[config.mk]
export PLATFORM = sky130hd
export DESIGN_NAME = lc3_control_flat
export DESIGN_NICKNAME = d
export VERILOG_FILES = /design/src/rtl/lc3_control_if.sv /design/src/rtl/lc3_control.sv /design/src/flat_wrapper.sv
export SDC_FILE = /design/constraint.sdc
export NUM_CORES = 1
export LEC_CHECK = 0
export ABC_AREA = 1
export CORE_AREA = 2 2 59 61
export DETAILED_ROUTE_END_ITERATION = 16
export DIE_AREA = 0 0 61 63
export PLACE_DENSITY_LB_ADDON = 0.05
export SLEW_MARGIN = 20
export SYNTH_ARGS = -nofsm -noshare
export SYNTH_HDL_FRONTEND = slang
export SYNTH_SLANG_ARGS = --single-unit
[constraint.sdc]
create_clock -name clk -period 2.3 [get_ports clk]
set_clock_uncertainty 0.2 [all_clocks]
set_input_delay 0.46 -clock clk [delete_from_list [all_inputs] [get_ports clk]]
set_output_delay 0.46 -clock clk [all_outputs]
set_load 0.05 [all_outputs]
[src/rtl/lc3_control_if.sv]
// Control bundle between the LC-3 sequencer and its datapath/memory.
// The master modport is the controller; the slave modport is the datapath side.
interface lc3_control_if;
  logic [15:0] IR;
  logic        N, Z, P;
  logic        mem_ready;

  logic [1:0]  aluControl;
  logic [2:0]  SR1, SR2, DR;
  logic [1:0]  selPC;
  logic        selEAB1;
  logic [1:0]  selEAB2;
  logic        selMAR, selMDR;
  logic        enaALU, enaPC, enaMARM, enaMDR;
  logic        ldPC, ldIR, ldMAR, ldMDR, regWE, flagWE;
  logic        memEN, memWE, halted, retire;

  modport master (
    input  IR, N, Z, P, mem_ready,
    output aluControl, SR1, SR2, DR, selPC, selEAB1, selEAB2, selMAR, selMDR,
           enaALU, enaPC, enaMARM, enaMDR, ldPC, ldIR, ldMAR, ldMDR, regWE,
           flagWE, memEN, memWE, halted, retire
  );

  modport slave (
    output IR, N, Z, P, mem_ready,
    input  aluControl, SR1, SR2, DR, selPC, selEAB1, selEAB2, selMAR, selMDR,
           enaALU, enaPC, enaMARM, enaMDR, ldPC, ldIR, ldMAR, ldMDR, regWE,
           flagWE, memEN, memWE, halted, retire
  );
endinterface

[src/rtl/lc3_control.sv]
// Multi-cycle LC-3 control sequencer; outputs are decoded from the state register and IR.
// Define LC3_INDIRECT_EN to enable LDI/STI (IND state + indirect flag); otherwise they halt.
module lc3_control (
  input  logic          clk,
  input  logic          rst,
  lc3_control_if.master bus
);

  typedef enum logic [4:0] {
    S_RST, S_F0, S_F1, S_F2, S_DEC, S_EXE, S_BR, S_JMP, S_JSR, S_LEA,
    S_AD, S_RD, S_LDW, S_STD, S_WR, S_TR0, S_TR1, S_TR2, S_TR3, S_HALT
`ifdef LC3_INDIRECT_EN
    , S_IND
`endif
  } state_e;

  localparam logic [3:0] OP_BR  = 4'b0000, OP_ADD = 4'b0001, OP_LD   = 4'b0010,
                         OP_ST  = 4'b0011, OP_JSR = 4'b0100, OP_AND  = 4'b0101,
                         OP_LDR = 4'b0110, OP_STR = 4'b0111, OP_NOT  = 4'b1001,
                         OP_LDI = 4'b1010, OP_STI = 4'b1011, OP_JMP  = 4'b1100,
                         OP_LEA = 4'b1110, OP_TRAP = 4'b1111;

  state_e     state_q;
  logic [3:0] opcode;
  logic       br_taken;

  assign opcode   = bus.IR[15:12];
  assign br_taken = (bus.IR[11] & bus.N) | (bus.IR[10] & bus.Z) | (bus.IR[9] & bus.P);

  function automatic state_e dec_state(input logic [3:0] op);
    case (op)
      OP_ADD, OP_AND, OP_NOT:        dec_state = S_EXE;
      OP_BR:                         dec_state = S_BR;
      OP_JMP:                        dec_state = S_JMP;
      OP_JSR:                        dec_state = S_JSR;
      OP_LEA:                        dec_state = S_LEA;
      OP_LD, OP_ST, OP_LDR, OP_STR:  dec_state = S_AD;
`ifdef LC3_INDIRECT_EN
      OP_LDI, OP_STI:                dec_state = S_AD;
`endif
      OP_TRAP:                       dec_state = S_TR0;
      default:                       dec_state = S_HALT;
    endcase
  endfunction

`ifdef LC3_INDIRECT_EN
  // Set once the pointer fetch of LDI/STI has been done, so the second RD goes on to LDW.
  logic ind_used_q;
`endif

  // NOTE: sequential state uses non-blocking (<=) so every register samples pre-edge values.
  always_ff @(posedge clk) begin
    if (!rst) begin
      state_q <= S_RST;
`ifdef LC3_INDIRECT_EN
      ind_used_q <= 1'b0;
`endif
    end else begin
      case (state_q)
        S_RST: state_q <= S_F0;
        S_F0: begin
          state_q <= S_F1;
`ifdef LC3_INDIRECT_EN
          ind_used_q <= 1'b0;
`endif
        end
        S_F1:  if (bus.mem_ready) state_q <= S_F2;
        S_F2:  state_q <= S_DEC;
        S_DEC: state_q <= dec_state(opcode);
        S_AD:  state_q <= (opcode == OP_ST || opcode == OP_STR) ? S_STD : S_RD;
        S_RD: begin
          if (bus.mem_ready) begin
`ifdef LC3_INDIRECT_EN
            if ((opcode == OP_LDI || opcode == OP_STI) && !ind_used_q) state_q <= S_IND;
            else state_q <= S_LDW;
`else
            state_q <= S_LDW;
`endif
          end
        end
`ifdef LC3_INDIRECT_EN
        S_IND: begin
          ind_used_q <= 1'b1;
          state_q    <= (opcode == OP_LDI) ? S_RD : S_STD;
        end
`endif
        S_STD: state_q <= S_WR;
        S_WR:  if (bus.mem_ready) state_q <= S_F0;
        S_TR0: state_q <= S_TR1;
        S_TR1: state_q <= S_TR2;
        S_TR2: if (bus.mem_ready) state_q <= S_TR3;
        S_EXE, S_BR, S_JMP, S_JSR, S_LEA, S_LDW, S_TR3: state_q <= S_F0;
        S_HALT: state_q <= S_HALT;
        default: state_q <= S_RST;
      endcase
    end
  end

  // NOTE: every output gets a default first so no path through the case infers a latch.
  always_comb begin
    bus.aluControl = 2'b00;
    bus.SR1        = 3'd0;
    bus.SR2        = 3'd0;
    bus.DR         = 3'd0;
    bus.selPC      = 2'b00;
    bus.selEAB1    = 1'b0;
    bus.selEAB2    = 2'b00;
    bus.selMAR     = 1'b0;
    bus.selMDR     = 1'b0;
    bus.enaALU     = 1'b0;
    bus.enaPC      = 1'b0;
    bus.enaMARM    = 1'b0;
    bus.enaMDR     = 1'b0;
    bus.ldPC       = 1'b0;
    bus.ldIR       = 1'b0;
    bus.ldMAR      = 1'b0;
    bus.ldMDR      = 1'b0;
    bus.regWE      = 1'b0;
    bus.flagWE     = 1'b0;
    bus.memEN      = 1'b0;
    bus.memWE      = 1'b0;
    bus.halted     = 1'b0;
    bus.retire     = 1'b0;
    case (state_q)
      S_F0: begin
        bus.enaPC = 1'b1;
        bus.ldMAR = 1'b1;
        bus.ldPC  = 1'b1;
      end
      S_F1, S_RD, S_TR2: begin
        bus.memEN  = 1'b1;
        bus.selMDR = 1'b1;
        bus.ldMDR  = bus.mem_ready;
      end
      S_F2: begin
        bus.enaMDR = 1'b1;
        bus.ldIR   = 1'b1;
      end
      S_EXE: begin
        bus.SR1    = bus.IR[8:6];
        bus.SR2    = bus.IR[2:0];
        bus.DR     = bus.IR[11:9];
        bus.enaALU = 1'b1;
        bus.regWE  = 1'b1;
        bus.flagWE = 1'b1;
        bus.retire = 1'b1;
        case (opcode)
          OP_ADD:  bus.aluControl = 2'b01;
          OP_AND:  bus.aluControl = 2'b10;
          default: bus.aluControl = 2'b11;
        endcase
      end
      S_BR: begin
        bus.retire = 1'b1;
        if (br_taken) begin
          bus.ldPC    = 1'b1;
          bus.selPC   = 2'b01;
          bus.selEAB2 = 2'b10;
        end
      end
      S_JMP: begin
        bus.SR1     = bus.IR[8:6];
        bus.selEAB1 = 1'b1;
        bus.selPC   = 2'b01;
        bus.ldPC    = 1'b1;
        bus.retire  = 1'b1;
      end
      S_JSR: begin
        bus.enaPC  = 1'b1;
        bus.DR     = 3'd7;
        bus.regWE  = 1'b1;
        bus.ldPC   = 1'b1;
        bus.selPC  = 2'b01;
        bus.retire = 1'b1;
        if (bus.IR[11]) begin
          bus.selEAB2 = 2'b11;
        end else begin
          bus.selEAB1 = 1'b1;
          bus.SR1     = bus.IR[8:6];
        end
      end
      S_LEA: begin
        bus.enaMARM = 1'b1;
        bus.selEAB2 = 2'b10;
        bus.DR      = bus.IR[11:9];
        bus.regWE   = 1'b1;
        bus.retire  = 1'b1;
      end
      S_AD: begin
        bus.enaMARM = 1'b1;
        bus.ldMAR   = 1'b1;
        if (opcode == OP_LDR || opcode == OP_STR) begin
          bus.selEAB1 = 1'b1;
          bus.SR1     = bus.IR[8:6];
          bus.selEAB2 = 2'b01;
        end else begin
          bus.selEAB2 = 2'b10;
        end
      end
`ifdef LC3_INDIRECT_EN
      S_IND: begin
        bus.enaMDR = 1'b1;
        bus.ldMAR  = 1'b1;
      end
`endif
      S_LDW: begin
        bus.enaMDR = 1'b1;
        bus.DR     = bus.IR[11:9];
        bus.regWE  = 1'b1;
        bus.flagWE = 1'b1;
        bus.retire = 1'b1;
      end
      S_STD: begin
        bus.SR1    = bus.IR[11:9];
        bus.enaALU = 1'b1;
        bus.ldMDR  = 1'b1;
      end
      S_WR: begin
        bus.memEN  = 1'b1;
        bus.memWE  = 1'b1;
        bus.retire = bus.mem_ready;
      end
      S_TR0: begin
        bus.enaPC = 1'b1;
        bus.DR    = 3'd7;
        bus.regWE = 1'b1;
      end
      S_TR1: begin
        bus.enaMARM = 1'b1;
        bus.selMAR  = 1'b1;
        bus.ldMAR   = 1'b1;
      end
      S_TR3: begin
        bus.enaMDR = 1'b1;
        bus.selPC  = 2'b10;
        bus.ldPC   = 1'b1;
        bus.retire = 1'b1;
      end
      S_HALT: bus.halted = 1'b1;
      default: ;
    endcase
  end

endmodule

[src/flat_wrapper.sv]
// flat-port wrapper written by rule: the top's interface ports become plain ports
module lc3_control_flat 
  (clk, rst, bus_IR, bus_N, bus_Z, bus_P, bus_mem_ready, bus_aluControl, bus_SR1, bus_SR2, bus_DR, bus_selPC, bus_selEAB1, bus_selEAB2, bus_selMAR, bus_selMDR, bus_enaALU, bus_enaPC, bus_enaMARM, bus_enaMDR, bus_ldPC, bus_ldIR, bus_ldMAR, bus_ldMDR, bus_regWE, bus_flagWE, bus_memEN, bus_memWE, bus_halted, bus_retire);
  lc3_control_if bus_i ();
  input  logic clk;
  input  logic rst;
  input wire logic [$bits(bus_i.IR)-1:0] bus_IR;
  input wire logic [$bits(bus_i.N)-1:0] bus_N;
  input wire logic [$bits(bus_i.Z)-1:0] bus_Z;
  input wire logic [$bits(bus_i.P)-1:0] bus_P;
  input wire logic [$bits(bus_i.mem_ready)-1:0] bus_mem_ready;
  output wire logic [$bits(bus_i.aluControl)-1:0] bus_aluControl;
  output wire logic [$bits(bus_i.SR1)-1:0] bus_SR1;
  output wire logic [$bits(bus_i.SR2)-1:0] bus_SR2;
  output wire logic [$bits(bus_i.DR)-1:0] bus_DR;
  output wire logic [$bits(bus_i.selPC)-1:0] bus_selPC;
  output wire logic [$bits(bus_i.selEAB1)-1:0] bus_selEAB1;
  output wire logic [$bits(bus_i.selEAB2)-1:0] bus_selEAB2;
  output wire logic [$bits(bus_i.selMAR)-1:0] bus_selMAR;
  output wire logic [$bits(bus_i.selMDR)-1:0] bus_selMDR;
  output wire logic [$bits(bus_i.enaALU)-1:0] bus_enaALU;
  output wire logic [$bits(bus_i.enaPC)-1:0] bus_enaPC;
  output wire logic [$bits(bus_i.enaMARM)-1:0] bus_enaMARM;
  output wire logic [$bits(bus_i.enaMDR)-1:0] bus_enaMDR;
  output wire logic [$bits(bus_i.ldPC)-1:0] bus_ldPC;
  output wire logic [$bits(bus_i.ldIR)-1:0] bus_ldIR;
  output wire logic [$bits(bus_i.ldMAR)-1:0] bus_ldMAR;
  output wire logic [$bits(bus_i.ldMDR)-1:0] bus_ldMDR;
  output wire logic [$bits(bus_i.regWE)-1:0] bus_regWE;
  output wire logic [$bits(bus_i.flagWE)-1:0] bus_flagWE;
  output wire logic [$bits(bus_i.memEN)-1:0] bus_memEN;
  output wire logic [$bits(bus_i.memWE)-1:0] bus_memWE;
  output wire logic [$bits(bus_i.halted)-1:0] bus_halted;
  output wire logic [$bits(bus_i.retire)-1:0] bus_retire;
  assign bus_i.IR = bus_IR;
  assign bus_i.N = bus_N;
  assign bus_i.Z = bus_Z;
  assign bus_i.P = bus_P;
  assign bus_i.mem_ready = bus_mem_ready;
  assign bus_aluControl = bus_i.aluControl;
  assign bus_SR1 = bus_i.SR1;
  assign bus_SR2 = bus_i.SR2;
  assign bus_DR = bus_i.DR;
  assign bus_selPC = bus_i.selPC;
  assign bus_selEAB1 = bus_i.selEAB1;
  assign bus_selEAB2 = bus_i.selEAB2;
  assign bus_selMAR = bus_i.selMAR;
  assign bus_selMDR = bus_i.selMDR;
  assign bus_enaALU = bus_i.enaALU;
  assign bus_enaPC = bus_i.enaPC;
  assign bus_enaMARM = bus_i.enaMARM;
  assign bus_enaMDR = bus_i.enaMDR;
  assign bus_ldPC = bus_i.ldPC;
  assign bus_ldIR = bus_i.ldIR;
  assign bus_ldMAR = bus_i.ldMAR;
  assign bus_ldMDR = bus_i.ldMDR;
  assign bus_regWE = bus_i.regWE;
  assign bus_flagWE = bus_i.flagWE;
  assign bus_memEN = bus_i.memEN;
  assign bus_memWE = bus_i.memWE;
  assign bus_halted = bus_i.halted;
  assign bus_retire = bus_i.retire;
  lc3_control u_core (.clk(clk), .rst(rst), .bus(bus_i));
endmodule
Word-level counts from Yosys, hierarchy flattened
Memories as Yosys holds them, arrays and structs flattened.
Cells that the tools add are included.
- logic and storage cells: 94
- memory bits (read-only): 80
- output and inout port bits: 32
- memories: 1
- flip-flop bits (word level): 5
- memories (memory ; words ; bits a word ; rd ports ; clocked after memory_dff ; write ports ; line ; source):
    (no name shown) ; 16 ; 5 ; 1 ; 0 ; 0 ; lc3_control.sv:31 ; case (op)
- multiplexer cells: 39
- reduce and logical (&&, ||, !) cells: 20
- bitwise operators: 5
- equality and inequality tests: 28
- operators by type and width (kind ; number):
    one-hot mux 5 bit (13 select lines) ; 1
    equality test 5 x 4 -> 1 bit, second input constant ; 8
    equality test 5 x 3 -> 1 bit, second input constant ; 4
    equality test 5 bit, second input constant ; 4
    2-to-1 mux 5 bit ; 4
    OR reduction 3 bit ; 6
    2-to-1 mux 1 bit ; 17
    equality test 4 x 3 -> 1 bit, second input constant ; 3
    2-to-1 mux 3 bit ; 4
    one-hot mux 3 bit (4 select lines) ; 1
    equality test 5 x 2 -> 1 bit, second input constant ; 2
    OR reduction 2 bit ; 5
    2-to-1 mux 2 bit ; 4
    inequality test 2 bit, second input constant ; 4
    one-hot mux 2 bit (4 select lines) ; 1
    OR reduction 4 bit ; 2
    OR reduction 8 bit ; 1
    OR reduction 7 bit ; 1
    one-hot mux 1 bit (2 select lines) ; 3
    one-hot mux 2 bit (3 select lines) ; 1
    one-hot mux 3 bit (2 select lines) ; 1
    equality test 5 x 1 -> 1 bit, second input constant ; 1
    logical NOT 5 bit ; 1
    OR reduction 5 bit ; 1
    other kinds (8) ; 12

Depth between registers and ports, before layout
Gate-level depths: netlist of the first run.
- word-level depth: 5
- depth in mapped cells: 11
- depth with buffers taken out: 10

Worst setup path before layout of the first run
OpenSTA, ideal clock, no wires.
- kind: register -> output
- start: reg u_core.state_q[4]
- end: out bus_DR[0]
- arrival: 2.346 ns
- data required time: 1.640 ns
- path buffers: 0
- slack: -0.706 ns
- stages on the path, launching flop included: 8
- path through: dfxtp_1 -> inv_2 -> nand3_2 -> inv_2 -> nand2_2 -> nand2_1 -> nor2_1 -> o21ai_0
- longest elaborated chain between the ends: 3
- elaborated cells between the ends (all ways): 8
- ends and longest elaborated chain (item ; line ; source):
    start: declaration ; lc3_control.sv:23 ; state_e state_q;
    start signal: assignment ; lc3_control.sv:69 ; S_DEC: state_q <= dec_state(opcode);
    start signal: assignment ; lc3_control.sv:70 ; S_AD: state_q <= (opcode == OP_ST || opcode == OP_STR) ? S_STD : S_RD;
    equality test 5 x 4 -> 1 bit / equality test 5 x 3 -> 1 bit (equally long branches) ; lc3_control.sv:124 ; case (state_q)
    OR reduction 3 bit (no line) / OR reduction 2 bit (equally long branches) ; - ;
    one-hot mux 3 bit (2 select lines) (*) ; lc3_control.sv:124 ;
    end: declaration ; flat_wrapper.sv:15 ; output wire logic [$bits(bus_i.DR)-1:0] bus_DR;
Every way passes the cells marked *; elsewhere a longest branch is shown, timed or not.

Worst setup path after layout of the first run
- start: in bus_IR[13]
- end: out bus_SR1[1]
- longest elaborated chain between the ends: 4
- elaborated cells between the ends (all ways): 5
- ends and longest elaborated chain (item ; line ; source):
    start: declaration ; flat_wrapper.sv:7 ; input wire logic [$bits(bus_i.IR)-1:0] bus_IR;
    equality test 4 x 3 -> 1 bit ; lc3_control.sv:192 ; if (opcode == OP_LDR || opcode == OP_STR) begin
    logical OR 1 bit (*) ; lc3_control.sv:192 ;
    2-to-1 mux 3 bit (*) ; lc3_control.sv:192 ;
    one-hot mux 3 bit (4 select lines) (*) ; lc3_control.sv:124 ;
    end: declaration ; flat_wrapper.sv:13 ; output wire logic [$bits(bus_i.SR1)-1:0] bus_SR1;
Marks and branches as above.

==> results of run 1 <==
-- Yosys cell counts, drive strengths merged --
library cell / instances / area [um^2]
a31oi: 1 / 6.26
clkinv: 1 / 3.75
nand4: 3 / 18.8
inv: 31 / 116
nand2: 52 / 213
buf: 1 / 11.3
o21a: 1 / 7.51
dfxtp: 5 / 100
a21oi: 11 / 66.3
o21ai: 16 / 80.1
or2: 1 / 6.26
nand3: 16 / 85.1
ha: 5 / 62.6
o2111ai: 1 / 8.76
nor3: 3 / 20.0
nor2: 26 / 118
a31o: 1 / 8.76
o211ai: 1 / 7.51
-- final timing paths --
path | cells after the start | start | to | slack [ns]
worst max-delay path | 9 | bus_IR[13] | bus_SR1[1] | 0.002
worst min-delay path | 2 | u_core.state_q[1] | u_core.state_q[1] | 0.36
worst max register to register | 9 | u_core.state_q[4] | u_core.state_q[1] | 0.58
worst min register to register | 2 | u_core.state_q[1] | u_core.state_q[1] | 0.36
-- per-layer routing --
metal	part of all wire	vias to the layer above	wire length (um)	track usage
met2	0.53	54	1910	0.341
met4	0.014	0	49	0.0217
met5	0	-	0	0
met3	0.044	6	157	0.0373
met1	0.41	627	1480	0.262
li1	-	706	-	-
-- per-stage QoR --
stage / TNS (ns) / power (mW) / setup slack [ns] / hold WS (ns)
2_1_floorplan: -1.07 / 0.706 / -0.342 / 0.313
3_3_place_gp: -1.91 / 1.11 / -0.398 / 0.342
3_5_place_dp: -2.29 / 1.12 / -0.442 / 0.359
4_1_cts: -0.0565 / 1.25 / -0.0235 / 0.339
5_1_grt: -0.563 / 1.35 / -0.0835 / 0.378
6_report: 0 / 1.26 / 0.00186 / 0.361
-- report_power, final --
| part | leakage [nW] | internal, mW | switching (mW) | total [mW] |
|---|---|---|---|---|
| Sequential | 0.0430 | 0.118 | 0.0533 | 0.171 |
| Combinational | 0.954 | 0.404 | 0.582 | 0.986 |
| Clock | 0.0150 | 0.0655 | 0.0357 | 0.101 |
-- cell usage in the layout, fill, tap and decap left out, drive strengths merged --
cell type / instances
clkbuf: 4
clkinv: 1
dfxtp: 5
ha: 5
dlygate4sd2: 3
inv: 31
o211ai: 1
clkdlybuf4s15: 1
o21ai: 16
clkdlybuf4s50: 13
nand3: 16
o21a: 1
nand2: 52
nor3: 3
a31oi: 1
or2: 1
nor2: 26
o2111ai: 1
nand4: 3
a21oi: 11
buf: 49
a31o: 1
-- logic make-up (layout without fill, tap and decap cells) --
kind of cell | after synthesis | in the layout | share of synthesized area
AO/OA/AOI/OAI | 32 | 32 | 0.197
adder cells (fa/ha/maj) | 5 | 5 | 0.0666
buffers and inverters | 33 | 102 | 0.140
flip-flops | 5 | 5 | 0.107
AND/OR/NAND/NOR | 101 | 101 | 0.490
-- critical path, cell delays in order --
cell and delay [ns]:
clkdlybuf4s15_2 0.24, ha_4 0.19, nor2_4 0.12, nor2_4 0.05, nand2_2 0.08, o21ai_4 0.07, o21ai_1 0.15, o21ai_2 0.10
buf_12 0.16
-- repair_timing --
| action | CTS | global route |
|---|---|---|
| cloned | 0 | 0 |
| gates resized for setup | 41 | 17 |
| pin swaps | 4 | 2 |
| setup buffers | 0 | 0 |
| setup endpoints to repair | 17 | 15 |
-- layout make-up --
cell class / instances / share of cell area
Clock buffer: 4 / 0.0126
Multi-Input combinational cell: 138 / 0.408
Timing Repair Buffer: 66 / 0.441
Sequential cell: 5 / 0.0530
Tap cell: 46 / 0.0277
Inverter: 32 / 0.0584
==> results.md, run 1 <==
- Outcome: completed
- Area post-placement: 0.00191 mm^2
- Routed length per placed instance: 12.4 um
- Fill cell instance count of the final layout: 285
- Number of vias per cell: 4.79
- CP startpoint kind: input pin
- Number of flip-flops in the largest register: 5
- Deepest clock path buffer count: 2
- Number of nets still failing antenna checks after routing: 0
- Starting density of the core: 0.291
- Crit Path Max Fanout: 4
- Post-layout utilization of the core: 0.643
- Max-cap violation count: 0
- Share of the cycle needed by the critical path after routing: 0.999
- Number of nets in the layout: 273
- Total iterations of the first detailed-routing run: 5
- Clock sinks: 5
- Pwr Density: 606 mW/mm^2
- Iter 0 DRT Violations: 55
- Overall routing resource usage: 0.199
- Total wire length: 3.61 mm
- TritonCTS clock tree: built
- Number of global-route vias before repair: about 1400
- Die height: roughly 63 um
- Leakage Power: between 1 and 1.5 nW
- Area of combinational cells with multiple inputs: 847 um^2
- Biggest registers after layout: u_core.state_q x5
- Number of antenna violations at the first check in global routing: 0
- RSZ-0062 raised after global routing: true
- Clock transition time at the flip-flop clock pins of the worst setup and hold paths: 0.04 ns
- Highest ir drop seen on vdd: about 0.00046 V
- Die boundary width: 61 um
- First-pass GRT wire length: 6.06 mm
- Port-buffer cells: 50
- Distinct cells, synth: 27
- Slew at the pin closest to its max-slew limit: 0.320 ns
- Cell row count: 21
- Area of all placed cells without fillers: around 0.0021 mm^2
- Final-report setup violation count: 0
- Source-to-sink clock delay at the later pin of the worst-skew pair: around 0.24 ns
- Post-route minimum period: 2.30 ns
- Post-detailed-placement half-perimeter wirelength: 3.04 mm
- Yosys warns: 0
- Nets in the synthesized netlist: 203
- Global placer's final weighted congestion: 0.959
- FF+latch area: 110 um^2
- Congestion Overflow GR: 0
- Root buffer cell: clkbuf_4
- Post-synthesis sequential area ratio: 0.107
- Syn Inst Count: 176
- Highest clock rate: 435 MHz
- Number of placed cells counting well taps: roughly 290
- Area of the mapped netlist: 940 um^2
- Arrival time worst endpoint: around 1.6 ns
- Cell Count, Final, Fillers Out: 291
- Number of flip-flops and latches in the synthesized netlist: 5
- Critical path class: in -> out
- Reg with most FFs: u_core.state_q
- Area Overhead vs Synth: 121%
- Fraction of final layout cells sized beyond drive strength 1: 0.445
- Largest net degree at the start of global routing: 9
- Max Transition Viols Final: 0
- Via Count: ~1400
- Number of endpoints with negative hold slack in the final report: 0
- Mean instance size in the synthesized netlist: 5.34 um^2
- Die Area: 0.00384 mm^2
- Number of H-tree branching levels: 1
- TritonCTS buffer count: 3
- Area of the core: 0.00323 mm^2
- Type of element capturing the critical path: output port
- Data required time at the worst endpoint: 1.64 ns
- Number of diodes: 0
- DRC violations left: 0
- CTS Hold Bufs: 0
- Io pins: 54
- Kind of path behind the tightest hold check: reg -> reg
- Worst max-slew margin expressed relative to the limit: 0.786
Power figures use the tool's default switching activity.
==> run 2, diff against run 1 <==
--- a/config.mk
+++ b/config.mk
@@ -6,10 +6,12 @@
 export NUM_CORES = 1
 export LEC_CHECK = 0
 export ABC_AREA = 1
+export CAP_MARGIN = 20
 export CORE_AREA = 2 2 59 61
 export DETAILED_ROUTE_END_ITERATION = 16
 export DIE_AREA = 0 0 61 63
 export PLACE_DENSITY_LB_ADDON = 0.05
+export SETUP_SLACK_MARGIN = 0.1
 export SLEW_MARGIN = 20
 export SYNTH_ARGS = -nofsm -noshare
 export SYNTH_HDL_FRONTEND = slang
==> run 2 against run 1 <==
Sequential cell count unchanged; critical path depth decreased by 2; combinational power increased by 18%; utilization increased by 6.2 points; fmax increased by 3.7%; design area increased by 9.7%; first-iteration DRC count increased by 5.5%; sequential share of layout area decreased by 0.19 points; power increased by 15%; highest routed layer unchanged.
==> results.md, run 2 (same netlist as run 1, synthesis figures left out) <==
- Outcome: completed
- Congestion Overflow GR: 0
- Final-report setup violation count: 0
- Commonest non-fill, non-tap cell in the layout: nand2_1
- TritonCTS buffer count: 3
- Highest ir drop seen on vdd: 0.000508 V
- Post-route minimum period: 2.22 ns
- Iter 0 DRT Violations: 58
- Number of nets in the layout: 277
- Source-to-sink clock delay at the later pin of the worst-skew pair: between 0.2 and 0.25 ns
- Area of all placed cells without fillers: 0.00228 mm^2
- Data required time at the worst endpoint: 1.64 ns
- Port-buffer cells: 50
- Starting density of the core: 0.291
- Highest clock rate: roughly 450 MHz
- Share of the cycle needed by the critical path after routing: 0.964
- Die boundary width: 61 um
- Clock transition time at the flip-flop clock pins of the worst setup and hold paths: around 0.04 ns
- Slew at the pin closest to its max-slew limit: 0.364 ns
- Number of flip-flops in the largest register: 5
- CTS Hold Bufs: 0
- Area of the core: 0.00323 mm^2
- Overall routing resource usage: 0.218
- Number of vias per cell: 4.87
- Arrival time worst endpoint: 1.56 ns
- Worst max-slew margin expressed relative to the limit: 0.756
- Root buffer cell: clkbuf_4
- Number of diodes: 0
- Deepest clock path buffer count: 2
- Biggest registers after layout: u_core.state_q x5
- RSZ-0062 raised after global routing: true
- Total iterations of the first detailed-routing run: 4
- Leakage Power: 1.07 nW
- Number of antenna violations at the first check in global routing: 0
- CP startpoint kind: flip-flop
- DRC violations left: 0
- Number of endpoints with negative hold slack in the final report: 0
- Largest net degree at the start of global routing: 9
- Cell row count: 21
- Pwr Density: 635 mW/mm^2
- Crit Path Max Fanout: 7
- Max-cap violation count: 0
- Fill cell instance count of the final layout: 282
- Clock sinks: 5
- Die Area: slightly below 0.004 mm^2
- Via Count: 1437
- Fraction of final layout cells sized beyond drive strength 1: 0.518
- Total wire length: 4.06 mm
- Setup TNS: 0 ns
- Type of element capturing the critical path: output port
- Routed length per placed instance: 13.8 um
- Critical path class: reg -> out
- Global placer's final weighted congestion: 0.924
- Reg with most FFs: u_core.state_q
- TritonCTS clock tree: built
- Most frequent cells in the layout: nand2_1, buf_12, inv_1, buf_4, nand3_1
- Kind of path behind the tightest hold check: reg -> reg
- Io pins: 54
- First-pass GRT wire length: around 6.5 mm
- Max Transition Viols Final: 0
- Total Power: 1.45 mW
- Area post-placement: 0.00195 mm^2
- Die height: 63 um
- Post-detailed-placement half-perimeter wirelength: 3.15 mm
- Area Overhead vs Synth: 143%
- Number of global-route vias before repair: 1460
- Post-layout utilization of the core: 0.705
- Number of nets still failing antenna checks after routing: 0
- Number of H-tree branching levels: 1
## run 2: cell count changes in the layout (fill, tap and decap cells not counted), sizes merged
cell	delta
clkdlybuf4s15	-1
dlygate4sd2	+1
buf	+5
clkdlybuf4s50	-4
dlymetal6s2s	+3
## run 2: area by class of cell
type	instances	area, um^2	area share
Clock buffer	4	26.3	0.0115
Timing Repair Buffer	70	947	0.415
Inverter	32	134	0.0587
Tap cell	46	57.6	0.0252
Sequential cell	5	116	0.0510
Multi-Input combinational cell	138	998	0.438
## run 2: report_power, final
group          total, mW  leakage (nW)  internal, mW  switching (mW)
sequential         0.184        0.0441         0.118          0.0666
clock              0.102        0.0150        0.0656          0.0360
combinational       1.16          1.02         0.494           0.667
total               1.45          1.07         0.677           0.770
## run 2: per-layer routing
layer / routed length (um) / track usage / vias to the layer above
met1: 1590 / 0.272 / 667
li1: - / - / 710
met3: 177 / 0.0186 / 6
met4: 55 / 0.0516 / 0
met2: 2240 / 0.388 / 54
met5: 0 / 0 / -
## run 2: per-stage QoR
step           instances  hold slack [ns]  setup WS [ns]
2_1_floorplan        176            0.313         0.0784
3_3_place_gp         284            0.337         -0.401
3_5_place_dp         284            0.339         -0.447
4_1_cts              292            0.339         0.0956
5_1_grt              295            0.379       0.000260
6_report             295            0.347         0.0836
## run 2: worst max-delay path: stages (launching register included)
cell and delay, ns:
dfxtp_4 0.38, buf_6 0.13, nor2_4 0.14, nand3_2 0.15
nand2_4 0.12, nor2_4 0.07, o21ai_4 0.17, buf_12 0.15
## run 2: repair_timing
item                       CTS  global route
resized for setup           61            30
buffers inserted             4             3
pin swaps                   12            11
setup endpoints to repair   25            20
## run 2: final timing paths
path	end	slack, ns	startpoint	cells after the start
max	bus_DR[2]	0.08	u_core.state_q[1]	7
min	u_core.state_q[3]	0.35	u_core.state_q[3]	2
max reg2reg	u_core.state_q[1]	0.55	u_core.state_q[1]	9
min reg2reg	u_core.state_q[3]	0.35	u_core.state_q[3]	2
